`src/rtl/pixel_layer_mixer_pkg.sv`:
```
// Shared definitions for the pixel layer mixer.
//   NLAYERS / PIXW : layer count and bits per layer pixel (value 0 = transparent)
//   CNTW           : width of each per-hazard overlap counter
//   CDW            : width of the post-fail cooldown frame counter
//   FCW            : width of the fail event counter
//   fsm_state_e    : fail handshake states
package pixel_layer_mixer_pkg;

    localparam int NLAYERS = 4;
    localparam int PIXW    = 4;
    localparam int CNTW    = 8;
    localparam int CDW     = 8;
    localparam int FCW     = 8;

    typedef enum logic [1:0] {
        ARMED    = 2'd0,
        FAILED   = 2'd1,
        COOLDOWN = 2'd2
    } fsm_state_e;

    function automatic logic [FCW-1:0] sat_inc_fc(input logic [FCW-1:0] v);
        return (v == '1) ? v : v + FCW'(1);
    endfunction

endpackage

```
`src/rtl/pixel_layer_mixer_if.sv`:
```
// Pixel and fail-handshake bundle between the pixel generators / game core
// and the layer mixer.
//   pix_en, frame_start, layer_pix : pixel stream into the mixer
//   fail_enable, fail_ack          : game core control of the fail request
//   pix_out, pix_out_valid         : composited pixel towards vga_bitchange
//   collision_vec, fail_req,
//   fail_count                     : collision status towards the game core
// master = source side (generators + core), slave = the mixer.
interface pixel_layer_mixer_if;
    import pixel_layer_mixer_pkg::*;

    logic                    pix_en;
    logic                    frame_start;
    logic [NLAYERS*PIXW-1:0] layer_pix;
    logic                    fail_enable;
    logic                    fail_ack;
    logic [PIXW-1:0]         pix_out;
    logic                    pix_out_valid;
    logic [NLAYERS-1:0]      collision_vec;
    logic                    fail_req;
    logic [FCW-1:0]          fail_count;

    modport master (
        output pix_en, frame_start, layer_pix, fail_enable, fail_ack,
        input  pix_out, pix_out_valid, collision_vec, fail_req, fail_count
    );

    modport slave (
        input  pix_en, frame_start, layer_pix, fail_enable, fail_ack,
        output pix_out, pix_out_valid, collision_vec, fail_req, fail_count
    );

endinterface

```
`src/rtl/pixel_layer_mixer_overlap_counter.sv`:
```
// Per-hazard overlap counter.
//   clk, rst   : clock, asynchronous active-high reset
//   inc        : count one overlap pixel (saturates at all-ones)
//   clear_load : frame boundary; count is replaced by load_val (inc ignored)
//   load_val   : value for the first pixel of the new frame (0 or 1)
//   threshold  : overlap count that constitutes a collision
//   count, hit : current count, count >= threshold
module pixel_layer_mixer_overlap_counter
    import pixel_layer_mixer_pkg::*;
(
    input  logic            clk,
    input  logic            rst,
    input  logic            inc,
    input  logic            clear_load,
    input  logic [CNTW-1:0] load_val,
    input  logic [CNTW-1:0] threshold,
    output logic [CNTW-1:0] count,
    output logic            hit
);

    logic [CNTW-1:0] count_d, count_q;

    always_comb begin
        count_d = count_q;
        if (clear_load) begin
            count_d = load_val;
        end else if (inc && (count_q != '1)) begin
            count_d = count_q + CNTW'(1);
        end
    end

    always_ff @(posedge clk or posedge rst) begin
        if (rst) begin
            count_q <= '0;
        end else begin
            count_q <= count_d;
        end
    end

    assign count = count_q;
    assign hit   = (count_q >= threshold);

endmodule

```
`src/rtl/pixel_layer_mixer.sv`:
```
// N-layer pixel compositor with per-frame hazard collision detection and a
// held fail request.
//   board_clk : clock
//   Reset     : asynchronous, active-high
//   bus       : pixel_layer_mixer_if.slave (pixel stream in, composited
//               pixel and collision / fail status out)
// Two-stage pipeline: S1 registers the inputs, S2 registers pix_out and the
// collision/fail state computed from S1 data.
//
// FSM states:
//   state    | meaning
//   ARMED    | a frame with a collision (and fail_enable) raises fail_req
//   FAILED   | fail_req held until fail_ack
//   COOLDOWN | collisions ignored for COOLDOWN_FR frame boundaries
module pixel_layer_mixer
    import pixel_layer_mixer_pkg::*;
#(
    parameter int                 PLAYER_IDX   = 0,
    parameter logic [NLAYERS-1:0] HAZARD_MASK  = 4'b0100,
    parameter logic [NLAYERS-1:0] OVERLAY_MASK = 4'b0010,
    parameter logic [PIXW-1:0]    BG_IDX       = '0,
    parameter int                 MIN_OVERLAP  = 4,
    parameter int                 COOLDOWN_FR  = 30
) (
    input logic                board_clk,
    input logic                Reset,
    pixel_layer_mixer_if.slave bus
);

    // lowest-index opaque priority layer wins; overlay layers are ORed on top
    function automatic logic [PIXW-1:0] compose(input logic [NLAYERS*PIXW-1:0] layers);
        logic [PIXW-1:0] prio;
        logic [PIXW-1:0] ovl;
        logic [PIXW-1:0] p;
        prio = BG_IDX;
        ovl  = '0;
        for (int i = NLAYERS - 1; i >= 0; i--) begin
            p = layers[i*PIXW +: PIXW];
            if (OVERLAY_MASK[i]) begin
                ovl = ovl | p;
            end else if (p != '0) begin
                prio = p;
            end
        end
        return prio | ovl;
    endfunction

    logic                    pix_en_s1_d, pix_en_s1_q;
    logic                    frame_start_s1_d, frame_start_s1_q;
    logic [NLAYERS*PIXW-1:0] layer_s1_d, layer_s1_q;

    logic [PIXW-1:0]         pix_out_d, pix_out_q;
    logic                    pix_out_valid_d, pix_out_valid_q;
    logic [NLAYERS-1:0]      collision_vec_d, collision_vec_q;
    logic                    fail_req_d, fail_req_q;
    logic [FCW-1:0]          fail_count_d, fail_count_q;
    logic [CDW-1:0]          cooldown_d, cooldown_q;
    fsm_state_e              state_d, state_q;

    logic [PIXW-1:0]         player_pix;
    logic [NLAYERS-1:0]      hazard_hit;
    logic [CNTW-1:0]         hazard_cnt [NLAYERS];
    logic                    unused_cnt;

    always_comb begin
        pix_en_s1_d      = bus.pix_en;
        frame_start_s1_d = bus.frame_start;
        layer_s1_d       = bus.layer_pix;
    end

    assign player_pix = layer_s1_q[PLAYER_IDX*PIXW +: PIXW];

    // The player layer never collides with itself, whatever HAZARD_MASK says.
    for (genvar h = 0; h < NLAYERS; h++) begin : g_layer
        if (HAZARD_MASK[h] && (h != PLAYER_IDX)) begin : g_hazard
            logic overlap;
            assign overlap = pix_en_s1_q && (player_pix != '0) &&
                             (layer_s1_q[h*PIXW +: PIXW] != '0);

            // The boundary pixel belongs to the new frame, hence load_val.
            pixel_layer_mixer_overlap_counter u_cnt (
                .clk        (board_clk),
                .rst        (Reset),
                .inc        (overlap),
                .clear_load (frame_start_s1_q),
                .load_val   ({{(CNTW-1){1'b0}}, overlap}),
                .threshold  (CNTW'(MIN_OVERLAP)),
                .count      (hazard_cnt[h]),
                .hit        (hazard_hit[h])
            );
        end else begin : g_none
            assign hazard_cnt[h] = '0;
            assign hazard_hit[h] = 1'b0;
        end
    end

    // Raw counts are not exported; folded here to keep them visible for probing.
    always_comb begin
        unused_cnt = 1'b0;
        for (int i = 0; i < NLAYERS; i++) begin
            unused_cnt = unused_cnt ^ (^hazard_cnt[i]);
        end
    end

    always_comb begin
        pix_out_d       = pix_en_s1_q ? compose(layer_s1_q) : '0;
        pix_out_valid_d = pix_en_s1_q;
        // hit reflects the finished frame: the counter clears on this same edge
        collision_vec_d = frame_start_s1_q ? hazard_hit : collision_vec_q;
    end

    always_comb begin
        state_d      = state_q;
        fail_req_d   = fail_req_q;
        fail_count_d = fail_count_q;
        cooldown_d   = cooldown_q;
        case (state_q)
            ARMED: begin
                if (frame_start_s1_q && (|collision_vec_d) && bus.fail_enable) begin
                    state_d      = FAILED;
                    fail_req_d   = 1'b1;
                    fail_count_d = sat_inc_fc(fail_count_q);
                end
            end
            FAILED: begin
                // ack wins over a coincident boundary; the boundary only latches collision_vec
                if (bus.fail_ack) begin
                    state_d    = COOLDOWN;
                    fail_req_d = 1'b0;
                    cooldown_d = CDW'(COOLDOWN_FR);
                end
            end
            COOLDOWN: begin
                if (cooldown_q == '0) begin
                    state_d = ARMED;
                end else if (frame_start_s1_q) begin
                    cooldown_d = cooldown_q - CDW'(1);
                end
            end
            default: begin
                state_d = ARMED;
            end
        endcase
    end

    always_ff @(posedge board_clk or posedge Reset) begin
        if (Reset) begin
            pix_en_s1_q      <= 1'b0;
            frame_start_s1_q <= 1'b0;
            layer_s1_q       <= '0;
            pix_out_q        <= '0;
            pix_out_valid_q  <= 1'b0;
            collision_vec_q  <= '0;
            fail_req_q       <= 1'b0;
            fail_count_q     <= '0;
            cooldown_q       <= '0;
            state_q          <= ARMED;
        end else begin
            pix_en_s1_q      <= pix_en_s1_d;
            frame_start_s1_q <= frame_start_s1_d;
            layer_s1_q       <= layer_s1_d;
            pix_out_q        <= pix_out_d;
            pix_out_valid_q  <= pix_out_valid_d;
            collision_vec_q  <= collision_vec_d;
            fail_req_q       <= fail_req_d;
            fail_count_q     <= fail_count_d;
            cooldown_q       <= cooldown_d;
            state_q          <= state_d;
        end
    end

    assign bus.pix_out       = pix_out_q;
    assign bus.pix_out_valid = pix_out_valid_q;
    assign bus.collision_vec = collision_vec_q;
    assign bus.fail_req      = fail_req_q;
    assign bus.fail_count    = fail_count_q;

endmodule

```
`src/flat_wrapper.sv`:
```
// flat-port wrapper written by rule: the top's interface ports become plain ports
module pixel_layer_mixer_flat import pixel_layer_mixer_pkg::*;
#(
    parameter int                 PLAYER_IDX   = 0,
    parameter logic [NLAYERS-1:0] HAZARD_MASK  = 4'b0100,
    parameter logic [NLAYERS-1:0] OVERLAY_MASK = 4'b0010,
    parameter logic [PIXW-1:0]    BG_IDX       = '0,
    parameter int                 MIN_OVERLAP  = 4,
    parameter int                 COOLDOWN_FR  = 30
)
  (board_clk, Reset, bus_pix_en, bus_frame_start, bus_layer_pix, bus_fail_enable, bus_fail_ack, bus_pix_out, bus_pix_out_valid, bus_collision_vec, bus_fail_req, bus_fail_count);
  pixel_layer_mixer_if bus_i ();
  input logic board_clk;
  input logic Reset;
  input wire logic [$bits(bus_i.pix_en)-1:0] bus_pix_en;
  input wire logic [$bits(bus_i.frame_start)-1:0] bus_frame_start;
  input wire logic [$bits(bus_i.layer_pix)-1:0] bus_layer_pix;
  input wire logic [$bits(bus_i.fail_enable)-1:0] bus_fail_enable;
  input wire logic [$bits(bus_i.fail_ack)-1:0] bus_fail_ack;
  output wire logic [$bits(bus_i.pix_out)-1:0] bus_pix_out;
  output wire logic [$bits(bus_i.pix_out_valid)-1:0] bus_pix_out_valid;
  output wire logic [$bits(bus_i.collision_vec)-1:0] bus_collision_vec;
  output wire logic [$bits(bus_i.fail_req)-1:0] bus_fail_req;
  output wire logic [$bits(bus_i.fail_count)-1:0] bus_fail_count;
  assign bus_i.pix_en = bus_pix_en;
  assign bus_i.frame_start = bus_frame_start;
  assign bus_i.layer_pix = bus_layer_pix;
  assign bus_i.fail_enable = bus_fail_enable;
  assign bus_i.fail_ack = bus_fail_ack;
  assign bus_pix_out = bus_i.pix_out;
  assign bus_pix_out_valid = bus_i.pix_out_valid;
  assign bus_collision_vec = bus_i.collision_vec;
  assign bus_fail_req = bus_i.fail_req;
  assign bus_fail_count = bus_i.fail_count;
  pixel_layer_mixer #(.PLAYER_IDX(PLAYER_IDX), .HAZARD_MASK(HAZARD_MASK), .OVERLAY_MASK(OVERLAY_MASK), .BG_IDX(BG_IDX), .MIN_OVERLAP(MIN_OVERLAP), .COOLDOWN_FR(COOLDOWN_FR)) u_core (.board_clk(board_clk), .Reset(Reset), .bus(bus_i));
endmodule
```
`config.mk`:
```
export PLATFORM = sky130hd
export DESIGN_NAME = pixel_layer_mixer_flat
export DESIGN_NICKNAME = d
export VERILOG_FILES = /design/src/rtl/pixel_layer_mixer_pkg.sv /design/src/rtl/pixel_layer_mixer_if.sv /design/src/rtl/pixel_layer_mixer_overlap_counter.sv /design/src/rtl/pixel_layer_mixer.sv /design/src/flat_wrapper.sv
export SDC_FILE = /design/constraint.sdc
export NUM_CORES = 1
export LEC_CHECK = 0
export ABC_AREA = 1
export CAP_MARGIN = 20
export CORE_MARGIN = 1
export CORE_UTILIZATION = 50
export DETAILED_ROUTE_END_ITERATION = 8
export PLACE_DENSITY = 0.75
export SKIP_CTS_REPAIR_TIMING = 1
export SLEW_MARGIN = 20
export SYNTH_ARGS = -nofsm -noshare
export SYNTH_HDL_FRONTEND = slang
export SYNTH_SLANG_ARGS = --single-unit
```
`constraint.sdc`:
```
create_clock -name board_clk -period 2.2 [get_ports board_clk]
set_input_delay 0.22 -clock board_clk [delete_from_list [all_inputs] [get_ports board_clk]]
set_output_delay 0.22 -clock board_clk [all_outputs]
set_load 0.05 [all_outputs]
```
Yosys cells after proc, flatten, opt, wreduce, memory -nomap -nowiden
Index checks and enable logic that the tools add are counted.
{"block": "word_totals", "regBits": 54, "mem_bits_ro": 0, "memories": 0, "output_inout_bits": 18, "inputBits": 22, "latch_bits": 0, "ramBits": 0, "wordCells": 62}
{"block": "op_classes", "magnitude_cmp": 1, "n_mux": 18, "shifts": 0, "n_div": 0, "n_reduce_logical": 18, "n_addsub": 3, "eq_ne": 9, "n_mul": 0, "bitwise": 2}
{"op": "8-bit two-way mux", "n": 5}
{"op": "4-bit two-way mux", "n": 5}
{"op": "8-bit by 1-bit adder with 8-bit output, second input constant", "n": 2}
{"op": "8-bit one-hot mux with 2 select lines", "n": 1}
{"op": "4-bit nonzero test", "n": 3}
{"op": "3-bit AND reduction", "n": 3}
{"op": "8-bit equality test, second input constant", "n": 1}
{"op": "8-bit by 3-bit greater-or-equal comparator with 1-bit output, second input constant", "n": 1}
{"op": "8-bit logical NOT", "n": 1}
{"op": "8-bit != test, second input constant", "n": 1}
{"op": "8-bit by 1-bit subtractor with 8-bit output, second input constant", "n": 1}
{"op": "2-bit two-way mux", "n": 3}
{"op": "2-bit by 1-bit != test with 1-bit output, second input constant", "n": 3}
{"op": "2-bit one-hot mux with 3 select lines", "n": 1}
{"op": "2-bit nonzero test", "n": 3}
{"op": "1-bit logical AND", "n": 5}
{"op": "2-bit != test, second input constant", "n": 2}
{"op": "4-bit OR", "n": 1}
{"op": "4-bit AND reduction", "n": 1}
{"op": "4-bit OR reduction", "n": 1}
{"op": "2-bit by 1-bit equality test with 1-bit output, second input constant", "n": 1}
{"op": "2-bit equality test, second input constant", "n": 1}
{"op": "2-bit logical NOT", "n": 1}
{"op": "1-bit two-way mux", "n": 2}
{"op": "2 further kinds", "n": 2}

Logic depth before layout (Yosys ltp)
Gate-level depths: netlist (run 1).
{"block": "logic_depth", "ltp_word": 7, "mapped_depth": 9, "ltp_nobuf": 9}

By module
A second synthesis (run 1) with hierarchy kept.
{"block": "unflattened", "hier_cells": 327, "hier_area_um2": 2757.6}
{"mod": "pixel_layer_mixer", "cells_each": 208, "area_each_um2": 1964.4, "instances": 1, "seq_area_each_um2": 1151.1}
{"mod": "pixel_layer_mixer_overlap_counter", "cells_each": 119, "area_each_um2": 793.3, "instances": 1, "seq_area_each_um2": 200.2}

Worst setup path after synthesis (run 1)
OpenSTA, ideal clock, no wires.
{"block": "synth_timing", "path_type": "register -> register", "from": "register u_core.fail_count_q[0] (netlist: u_core.bus.fail_count[0])", "to": "register u_core.fail_count_q[0] (netlist: u_core.bus.fail_count[0])", "setup_slack_ns": 0.566, "setup_time_ns": 0.066, "required_time_ns": 2.134, "stages_incl_launch_ff": 8, "n_path_buf": 0, "arrival_ns": 1.568, "period_less_slack_ns": 1.634, "cell_sequence": "dfrtp_1 > ha_1 > inv_1 > nor2_2 > nand2_2 > nand3_2 > nand2_1 > nand2_1"}
{"block": "synth_between", "elab_chain_len": 3, "word_cells_on_any_way": 4, "classes_between": "add/sub (1); eq/ne (1); bitwise (1); reduce/logical (1)"}
{"item": "from (decl)", "line_no": "pixel_layer_mixer.sv:56", "text": "logic [FCW-1:0] fail_count_d, fail_count_q;"}
{"item": "from (signal assigned)", "line_no": "pixel_layer_mixer.sv:166", "text": "fail_count_q <= fail_count_d;"}
{"item": "parallel branches: the longest is 3 deep, another holds 8-bit by 1-bit adder with 8-bit output"}
Several ways; the timed one is not identified.
A chain may end at the register's enable or synchronous reset.

Worst setup path in the final report (run 1)
{"block": "layout_timing", "from": "register u_core.fail_count_q[6] (netlist: u_core.bus.fail_count[6])", "to": "output port bus_fail_count[6]"}
{"item": "to (decl)", "line_no": "flat_wrapper.sv:24", "text": "output wire logic [$bits(bus_i.fail_count)-1:0] bus_fail_count;"}
No word-level cell between the ends.

==> metrics, run 1 <==
initial antenna violation count=0; Final Power=2.82 mW; slew margin rel.=0.555; Post-synth ARST share=1.00; gpl congestion=0.888; pwr/cell area=872 mW/mm^2; proportion of layout cells with a drive suffix above 1=0.0824; CTS buffer count=5; RSZ-0062 raised after global routing=false; Synth Cell Area=0.00264 mm^2; cell chain of the critical path=clkdlybuf4s50_1; synthesis-stage register bit count=54; Mapped Cells=329; maximum level of the CTS H-tree=2; Vias=2147; top_reg_cell synth=dfrtp_1; Max VDD drop=0.935 mV; dpl ws=0.724 ns; Critical Path RT=1.98 ns; Buf+Inv Stages, Crit Path=1; Slowest-stage cell, CP=clkdlybuf4s50_1; Worst Setup Slack, final=0.374 ns; IO Pins=40; Hold Violations, Final=0; die height=74.6 um; DP HPWL=3720 um; clock skew after layout=0.00543 ns; Avg Cell Area, Syn=8.02 um^2; Synth cell types=26; core box area=0.00511 mm^2; clk buf depth=2; Critical Path Sink=bus_fail_count[6]; vias in the first global route=2096; Worst-Margin Slew=0.667 ns; Residual DRC=0; Setup TNS=0 ns; TritonCTS clock tree=yes; crit path time final=1.83 ns; Max FO, Critical Path=6; antenna viol nets, final=0; fillers=460; Crit. Startpoint=u_core.bus.fail_count[6]$_DFFE_PP0P_; first-pass GRT wire length=8500 um; drt wl/cell=11.2 um; root buf cell=clkbuf_8; Post-Synthesis Net Count=356; clock latency on the worst-skew pair=0.30 ns; R2R setup slack=0.72 ns; grt ovf=0; worst r2r path cells=7; IO Port Bufs=39; WL final=4990 um; Final Cycle Share=0.830; Finish-stage setup viols=0; TritonRoute pass-1 iters=4; crit path DAT=1.61 ns; CP Class=flip-flop to output pin; status=finished, final reports clean; clock slew at reported path FFs=0.10 ns; number of diodes=0; hold_ws=0.342 ns; Row Count=26; die area=0.00557 mm^2; register area share after synthesis=0.512; Yosys warnings=0; Max Clock Freq=548 MHz; Crit path largest cell delay=0.84 ns; worst hold path type=input port to asynchronous set/reset pin; critical path depth=1; largest net degree at the start of global routing=33; clk sinks=54; Top Family by Delay on Critical Path=buffers and inverters; Initial Util=0.517; Pleak=1.64 nW; Worst R2R Start=u_core.bus.fail_count[0]$_DFFE_PP0P_; Layout area overhead=22.4%; Crit. End Element=output pin; total global-route track usage=0.199; vias per inst=4.81; Startpoint Class=flip-flop; Final Max Slew Viols=0; Iter 0 DRT Violations=120; max_cap viols=0; Reg-to-Reg End=u_core.bus.fail_count[1]$_DFFE_PP0P_; Post-synth EDFFs=0; Nets=402; Die W=74.6 um
## Yosys cell counts, types with 2 or more instances
cell type | number | area [um^2]
inv_1 | 45 | 169
nand2_2 | 3 | 18.8
nand3_1 | 39 | 195
ha_1 | 5 | 62.6
nand2_1 | 100 | 375
o21ai_0 | 7 | 35.0
nand3_2 | 3 | 30.0
xor2_1 | 5 | 43.8
nor2_1 | 37 | 139
a21oi_1 | 5 | 25.0
o21ai_2 | 2 | 17.5
nand4_1 | 6 | 37.5
dfrtp_1 | 54 | 1350
nor2_2 | 6 | 37.5
## report_power, final
group	switching (mW)	leakage, nW	internal, mW
registers	0.147	0.682	1.13
clock network	0.319	0.0478	0.260
logic	0.628	0.915	0.334
## placed cells by master (no fill, tap or decap), drive strengths merged
master and count:
nand2 104, dfrtp 54, inv 48, nand3 43, nor2 43, clkdlybuf4s50 39
o21ai 10, nand4 6, clkbuf 6, xor2 5, a21oi 5, ha 5
buf 3, nor3 2, o31ai 1, xnor2 1, clkinvlp 1
## cell families after synthesis
group / share of synthesized area
DFF: 0.512
buffers and inverters: 0.0754
AOI/OAI and AO/OA: 0.0341
adders and majority gates: 0.0237
and+or+nand+nor: 0.335
xor gates and xnor gates: 0.0199
## sequential cells by signal, summed over array words and instances, names as in the netlist
signal	cells
u_core.layer_s1_q	16
u_core.state_q	2
u_core.cooldown_q	8
u_core.bus.fail_count	8
u_core.bus.pix_out_valid	1
u_core.g_layer.g_hazard.u_cnt.count	8
u_core.bus.fail_req	1
u_core.bus.collision_vec	4
u_core.pix_en_s1_q	1
u_core.frame_start_s1_q	1
u_core.bus.pix_out	4
## worst min-delay path by stage
stage | startpoint | to | slack [ns]
floorplan | bus_frame_start | u_core.frame_start_s1_q$_DFF_PP0_ | 0.25
global placement | u_core.pix_en_s1_q$_DFF_PP0_ | u_core.bus.pix_out_valid$_DFF_PP0_ | 0.40
detailed placement | u_core.pix_en_s1_q$_DFF_PP0_ | u_core.bus.pix_out_valid$_DFF_PP0_ | 0.39
CTS | bus_layer_pix[2] | u_core.layer_s1_q[2]$_DFF_PP0_ | 0.34
global route | bus_layer_pix[7] | u_core.layer_s1_q[7]$_DFF_PP0_ | 0.34
finish | Reset | u_core.bus.collision_vec[3]$_DFF_PP0_ | 0.34
## cell type report
class,count,area [um^2],share of cell area
multi-input combinational,225,1090,0.337
tap,70,87.6,0.0271
sequential,54,1350,0.418
timing repair buffer,42,425,0.132
inverter,47,179,0.0554
clock inverter,2,16.3,0.00503
clock buffer,6,82.6,0.0256
## metal layers
| layer | global-route usage | part of all wire |
|---|---|---|
| met3 | 0.0295 | 0.028 |
| met2 | 0.369 | 0.50 |
| met4 | 0.0713 | 0.014 |
| met5 | 0 | 0 |
| met1 | 0.234 | 0.46 |
## metrics by stage
| stage | area [um^2] | instances | util |
|---|---|---|---|
| floorplan | 2640 | 329 | - |
| global placement | 3130 | 438 | 0.613 |
| detailed placement | 3130 | 438 | 0.613 |
| CTS | 3230 | 446 | 0.633 |
| global route | 3230 | 446 | 0.633 |
| finish | 3230 | 446 | 0.633 |
(Power assumes the default switching activity.)
==> run 2: changes to the inputs <==
- clock period: 2.2 -> 1.8 ns (I/O delays scaled with it)
==> metrics, run 2 (synthesis gave the netlist of run 1 again) <==
status=finished, final reports clean (unchanged); Worst-Margin Slew=0.518 ns (was 0.667 ns); clock skew after layout=0.00572 ns (was 0.00543 ns); R2R setup slack=0.32 ns (was 0.72 ns); die area=0.00557 mm^2 (unchanged); max_cap viols=0 (unchanged); grt ovf=0 (unchanged); Layout area overhead=22.9% (was 22.4%); met2 usage=0.352 (was 0.369); slew margin rel.=0.654 (was 0.555); number of diodes=0 (unchanged); gpl congestion=0.900 (was 0.888); Buf+Inv Stages, Crit Path=1 (unchanged); Row Count=26 (unchanged); Initial Util=0.517 (unchanged); cell chain of the critical path=clkdlybuf4s50_1 (unchanged); Crit path largest cell delay=0.82 ns (was 0.84 ns); multi-input logic area=0.00109 mm^2 (unchanged); proportion of layout cells with a drive suffix above 1=0.0824 (unchanged); IO Pins=40 (unchanged); max FFs per register=16 (unchanged); Final Max Slew Viols=0 (unchanged); die height=74.6 um (unchanged); Final Power=3.45 mW (was 2.82 mW); CTS buffer count=5 (unchanged); fillers=460 (unchanged); vias per inst=4.86 (was 4.81); Crit. End Element=output pin (unchanged); vias in the first global route=1982 (was 2096); Max VDD drop=0.837 mV (was 0.935 mV); crit path DAT=1.55 ns (was 1.61 ns); TritonRoute pass-1 iters=4 (unchanged); largest reg by FF count=u_core.layer_s1_q (unchanged); worst hold path type=input port to asynchronous set/reset pin (unchanged); routing usage on met1=0.251 (was 0.234); worst r2r path cells=7 (unchanged); IO Port Bufs=39 (unchanged); GR Util met3=0.0455 (was 0.0295); most used routing layer=met2 (unchanged); TritonCTS clock tree=yes (unchanged); root buf cell=clkbuf_8 (unchanged); Startpoint Class=flip-flop (unchanged); CP Class=flip-flop to output pin (unchanged); clock slew at reported path FFs=0.10 ns (about the same); commonest non-fill, non-tap cells in the layout=100 x nand2_1, 54 x dfrtp_1, 44 x inv_1 (unchanged); Iter 0 DRT Violations=65 (was 120); most common cell after layout, fill and taps aside=nand2_1 (unchanged); Die W=74.6 um (unchanged); dpl ws=0.328 ns (was 0.724 ns); critical path depth=1 (unchanged); Worst R2R Start=u_core.bus.fail_count[0]$_DFFE_PP0P_ (unchanged); Residual DRC=0 (unchanged); largest net degree at the start of global routing=55 (was 33); Nets=402 (unchanged); Slowest-stage cell, CP=clkdlybuf4s50_1 (unchanged); Crit. Startpoint=u_core.bus.fail_count[7]$_DFFE_PP0P_ (was u_core.bus.fail_count[6]$_DFFE_PP0P_); clk buf depth=2 (unchanged); Max Clock Freq=580 MHz; total global-route track usage=0.203 (was 0.199); Pleak=1.75 nW (was 1.64 nW); Critical Path Sink=bus_fail_count[7] (was bus_fail_count[6]); antenna viol nets, final=0 (unchanged); DP HPWL=3680 um (was 3720 um); final core utilization=0.635 (was 0.633); Worst Setup Slack, final=0.0745 ns (was 0.374 ns); Top Family by Delay on Critical Path=buffers and inverters (unchanged); drt wl/cell=11.2 um (about the same); Sequential cell area=0.00135 mm^2 (unchanged); Critical Path RT=1.62 ns (was 1.98 ns); Max FO, Critical Path=5 (was 6); WL final=5010 um (was 4990 um); clk sinks=54 (unchanged); maximum level of the CTS H-tree=2 (unchanged); Finish-stage setup viols=0 (unchanged); first-pass GRT wire length=8540 um (was 8500 um); Hold Violations, Final=0 (unchanged); Vias=2167 (was 2147); Final Cycle Share=0.959; RSZ-0062 raised after global routing=false (unchanged); hold_ws=0.230 ns (was 0.342 ns); initial antenna violation count=0 (unchanged); clock latency on the worst-skew pair=0.31 ns (was 0.30 ns); core box area=0.00511 mm^2 (unchanged); crit path time final=1.73 ns; Reg-to-Reg End=u_core.bus.fail_count[1]$_DFFE_PP0P_ (unchanged); pwr/cell area=1060 mW/mm^2 (was 872 mW/mm^2)
[run 2: how the worst min path moves through the flow]
| stage | endpoint | slack (ns) | cells past startpoint | from |
|---|---|---|---|---|
| 2_1_floorplan | u_core.frame_start_s1_q$_DFF_PP0_ | 0.21 | 0 | bus_frame_start |
| 3_3_place_gp | u_core.bus.pix_out_valid$_DFF_PP0_ | 0.39 | 0 | u_core.pix_en_s1_q$_DFF_PP0_ |
| 3_5_place_dp | u_core.bus.pix_out_valid$_DFF_PP0_ | 0.39 | 0 | u_core.pix_en_s1_q$_DFF_PP0_ |
| 4_1_cts | u_core.bus.fail_count[3]$_DFFE_PP0P_ | 0.23 | 3 | Reset |
| 5_1_grt | u_core.bus.fail_count[7]$_DFFE_PP0P_ | 0.27 | 3 | Reset |
| 6_report | u_core.bus.fail_count[7]$_DFFE_PP0P_ | 0.23 | 3 | Reset |
[run 2: metrics by stage]
| step | setup TNS [ns] | instance area, um^2 | cells |
|---|---|---|---|
| global placement | 0 | 3130 | 438 |
| global route | 0 | 3240 | 446 |
| CTS | -0.00119 | 3230 | 446 |
| detailed placement | 0 | 3130 | 438 |
| floorplan | 0 | 2640 | 329 |
| finish | 0 | 3240 | 446 |
[run 2: routing by layer]
| layer | vias to the layer above | routed length [um] |
|---|---|---|
| met4 | 0 | 68 |
| met2 | 46 | 2470 |
| met5 | - | 0 |
| met1 | 995 | 2280 |
| met3 | 6 | 191 |
| li1 | 1120 | - |
[run 2: tightest hold or removal path, stage by stage]
cell and delay [ns]:
clkdlybuf4s50_1 0.41, inv_2 0.07, buf_12 0.26
[run 2: area by class of cell]
cell class	count	share of cell area
Inverter	47	0.0551
Tap cell	70	0.0270
Multi-Input combinational cell	225	0.336
Sequential cell	54	0.417
Timing Repair Buffer	42	0.136
Clock inverter	3	0.00887
Clock buffer	5	0.0212
[run 2: power by group]
group	leakage (nW)	internal (mW)	switching, mW
registers	0.682	1.38	0.178
clock network	0.0506	0.292	0.428
logic	1.02	0.407	0.765
==> run 3: changes to the inputs <==
- ABC_AREA: 1 -> not set
- PLACE_DENSITY: 0.75 -> 0.76
==> metrics, run 3 <==
Row Count=24 (was 26); Crit. End Element=flip-flop (was output pin); Final Max Slew Viols=0 (unchanged); Sequential cell area=0.00135 mm^2 (unchanged); Finish-stage setup viols=0 (unchanged); root buf cell=clkbuf_8 (unchanged); Yosys warnings=0 (unchanged); Post-synth EDFFs=0 (unchanged); register area share after synthesis=0.596 (was 0.512); largest net degree at the start of global routing=55 (unchanged); Synth Cell Area=0.00227 mm^2 (was 0.00264 mm^2); Residual DRC=0 (unchanged); crit path DAT=1.94 ns (was 1.55 ns); drt wl/cell=14.6 um (was 11.2 um); DP Area=0.00282 mm^2 (was 0.00313 mm^2); cell chain of the critical path=or4_4 -> o21ai_4 -> nor2_2 -> mux2_4 (was clkdlybuf4s50_1); Post-Synthesis Net Count=222 (was 356); CP Class=flip-flop to flip-flop (was flip-flop to output pin); die height=69.3 um (was 74.6 um); multi-input logic area=875 um^2 (was 0.00109 mm^2); synth top area cells=dfrtp_1 60%, a21oi_1 2.9%, nor2_1 2.8% (was dfrtp_1 51%, nand2_1 14%, nand3_1 7.4%); status=finished, final reports clean (unchanged); pwr/cell area=1100 mW/mm^2 (was 1060 mW/mm^2); Hold Violations, Final=0 (unchanged); maximum level of the CTS H-tree=2 (unchanged); Pleak=1.30 nW (was 1.75 nW); total global-route track usage=0.202 (was 0.203); clock slew at reported path FFs=0.10 ns (about the same); largest reg by FF count=u_core.layer_s1_q (unchanged); commonest non-fill, non-tap cells in the layout=54 x dfrtp_1, 37 x clkdlybuf4s50_1, 17 x nor2_1 (was 100 x nand2_1, 54 x dfrtp_1, 44 x inv_1); cell with the most instances after synthesis=dfrtp_1 (was nand2_1); Iter 0 DRT Violations=68 (was 65); vias in the first global route=1662 (was 1982); Slowest-stage cell, CP=or4_4 (was clkdlybuf4s50_1); Max Clock Freq=575 MHz (was 580 MHz); crit path time final=1.74 ns (was 1.73 ns); synth cell count leaders=54 x dfrtp_1, 17 x nor2_1, 13 x a21oi_1 (was 100 x nand2_1, 54 x dfrtp_1, 45 x inv_1); IO Port Bufs=39 (unchanged); fillers=331 (was 460); Crit path largest cell delay=0.58 ns (was 0.82 ns); proportion of layout cells with a drive suffix above 1=0.146 (was 0.0824); Final Cycle Share=0.966 (was 0.959); Layout area overhead=30.5% (was 22.9%); Setup TNS=0 ns (unchanged); Avg Cell Area, Syn=11.6 um^2 (was 8.02 um^2); Yosys top cell area share=0.596 (was 0.512); worst hold path type=input port to asynchronous set/reset pin (unchanged); top_reg_cell synth=dfrtp_1 (unchanged); clk sinks=54 (unchanged); CTS buffer count=5 (unchanged); first-pass GRT wire length=7690 um (was 8540 um); Initial Util=0.521 (was 0.517); number of diodes=0 (unchanged); Startpoint Class=flip-flop (unchanged); post-synth top area cell=dfrtp_1 (unchanged); Mapped Cells=195 (was 329); initial antenna violation count=0 (unchanged); WL final=4440 um (was 5010 um); clock latency on the worst-skew pair=0.31 ns (about the same); Worst-Margin Slew=0.527 ns (was 0.518 ns); clock skew after layout=0.00713 ns (was 0.00572 ns); clk buf depth=2 (unchanged); final instance area=0.00296 mm^2 (was 0.00324 mm^2); TritonRoute pass-1 iters=5 (was 4); RSZ-0062 raised after global routing=false (unchanged); core box area=0.00435 mm^2 (was 0.00511 mm^2); Post-synth ARST share=1.00 (unchanged); Nets=279 (was 402); synthesis-stage register bit count=54 (unchanged); Max VDD drop=1.00 mV (was 0.837 mV); slew margin rel.=0.646 (was 0.654); max FFs per register=16 (unchanged); Die W=69.3 um (was 74.6 um); vias per inst=5.52 (was 4.86); Synth cell types=44 (was 26); antenna viol nets, final=0 (unchanged); Vias=1685 (was 2167); most common cell after layout, fill and taps aside=dfrtp_1 (was nand2_1); gpl congestion=0.813 (was 0.900); Critical Path RT=2.00 ns (was 1.62 ns); Max FO, Critical Path=5 (unchanged); max_cap viols=0 (unchanged); grt ovf=0 (unchanged); TritonCTS clock tree=yes (unchanged); DP HPWL=2940 um (was 3680 um); IO Pins=40 (unchanged); die area=0.00481 mm^2 (was 0.00557 mm^2)
[run 3: cell types whose count changed after synthesis, moves of 5 or more]
| cell | previous run | this run |
|---|---|---|
| a21oi_1 | 5 | 13 |
| inv_1 | 45 | 10 |
| mux2i_1 | 0 | 6 |
| nand2_1 | 100 | 11 |
| nand3_1 | 39 | 6 |
| nor2_1 | 37 | 17 |
| nor2_2 | 6 | 1 |
[run 3: cells by family (layout without fill, tap and decap cells)]
group	count (synthesis)	in the layout	synth area share
flops	54	54	0.596
xor+xnor	5	5	0.0193
compound gates	35	36	0.104
mux	9	9	0.0447
buf+inv	14	71	0.0259
simple gates	73	73	0.182
fa+ha+maj	5	5	0.0276
[run 3: layout make-up]
class / count / area share
Tap cell: 52 / 0.0220
Multi-Input combinational cell: 128 / 0.296
Clock buffer: 5 / 0.0233
Timing Repair Buffer: 53 / 0.173
Sequential cell: 54 / 0.457
Clock inverter: 3 / 0.0161
Inverter: 10 / 0.0127
[run 3: per-stage QoR]
stage | utilization | power (mW) | cells | hold WS [ns] | setup slack (ns)
finish | 0.679 | 3.26 | 305 | 0.243 | 0.0607
global route | 0.679 | 3.44 | 305 | 0.278 | 0.0124
floorplan | - | 2.13 | 195 | 0.211 | 0.0171
global placement | 0.647 | 2.42 | 296 | 0.457 | 0.0483
CTS | 0.674 | 3.28 | 304 | 0.259 | 0.00286
detailed placement | 0.647 | 2.44 | 296 | 0.459 | 0.0219
[run 3: final timing paths]
path                                                   endpoint                                                  start  cells after the start  slack, ns
setup reg to reg           u_core.bus.fail_count[1]$_DFFE_PP0P_  u_core.g_layer[2].g_hazard.u_cnt.count[4]$_DFFE_PP0P_                      4       0.06
max in group asynchronous        u_core.layer_s1_q[2]$_DFF_PP0_                                                  Reset                      3       1.32
setup / recovery           u_core.bus.fail_count[1]$_DFFE_PP0P_  u_core.g_layer[2].g_hazard.u_cnt.count[4]$_DFFE_PP0P_                      4       0.06
hold / removal                 u_core.cooldown_q[1]$_DFFE_PP0P_                                                  Reset                      3       0.24
min in group board_clk          u_core.layer_s1_q[11]$_DFF_PP0_                                      bus_layer_pix[11]                      1       0.30
hold reg to reg                 u_core.bus.pix_out[1]$_DFF_PP0_                         u_core.layer_s1_q[5]$_DFF_PP0_                      1       0.48
[run 3: routing by layer]
layer | track usage | vias to the layer above | share of wire
met5 | 0 | - | 0
met4 | 0.0590 | 0 | 0.011
met3 | 0.0480 | 4 | 0.036
met2 | 0.325 | 31 | 0.47
met1 | 0.274 | 834 | 0.49
li1 | - | 816 | -
[run 3: worst max-delay path, delay by kind of cell, from the launching register on]
family	cells	cell delay [ns]
and+or+nand+nor	2	0.67
DFF	1	0.39
AOI/OAI and AO/OA	1	0.25
muxes	1	0.31
[run 3: power breakdown]
group / switching, mW / total, mW / internal, mW
clock: 0.413 / 0.838 / 0.425
sequential: 0.168 / 1.55 / 1.38
combinational: 0.498 / 0.874 / 0.376
total: 1.08 / 3.26 / 2.18
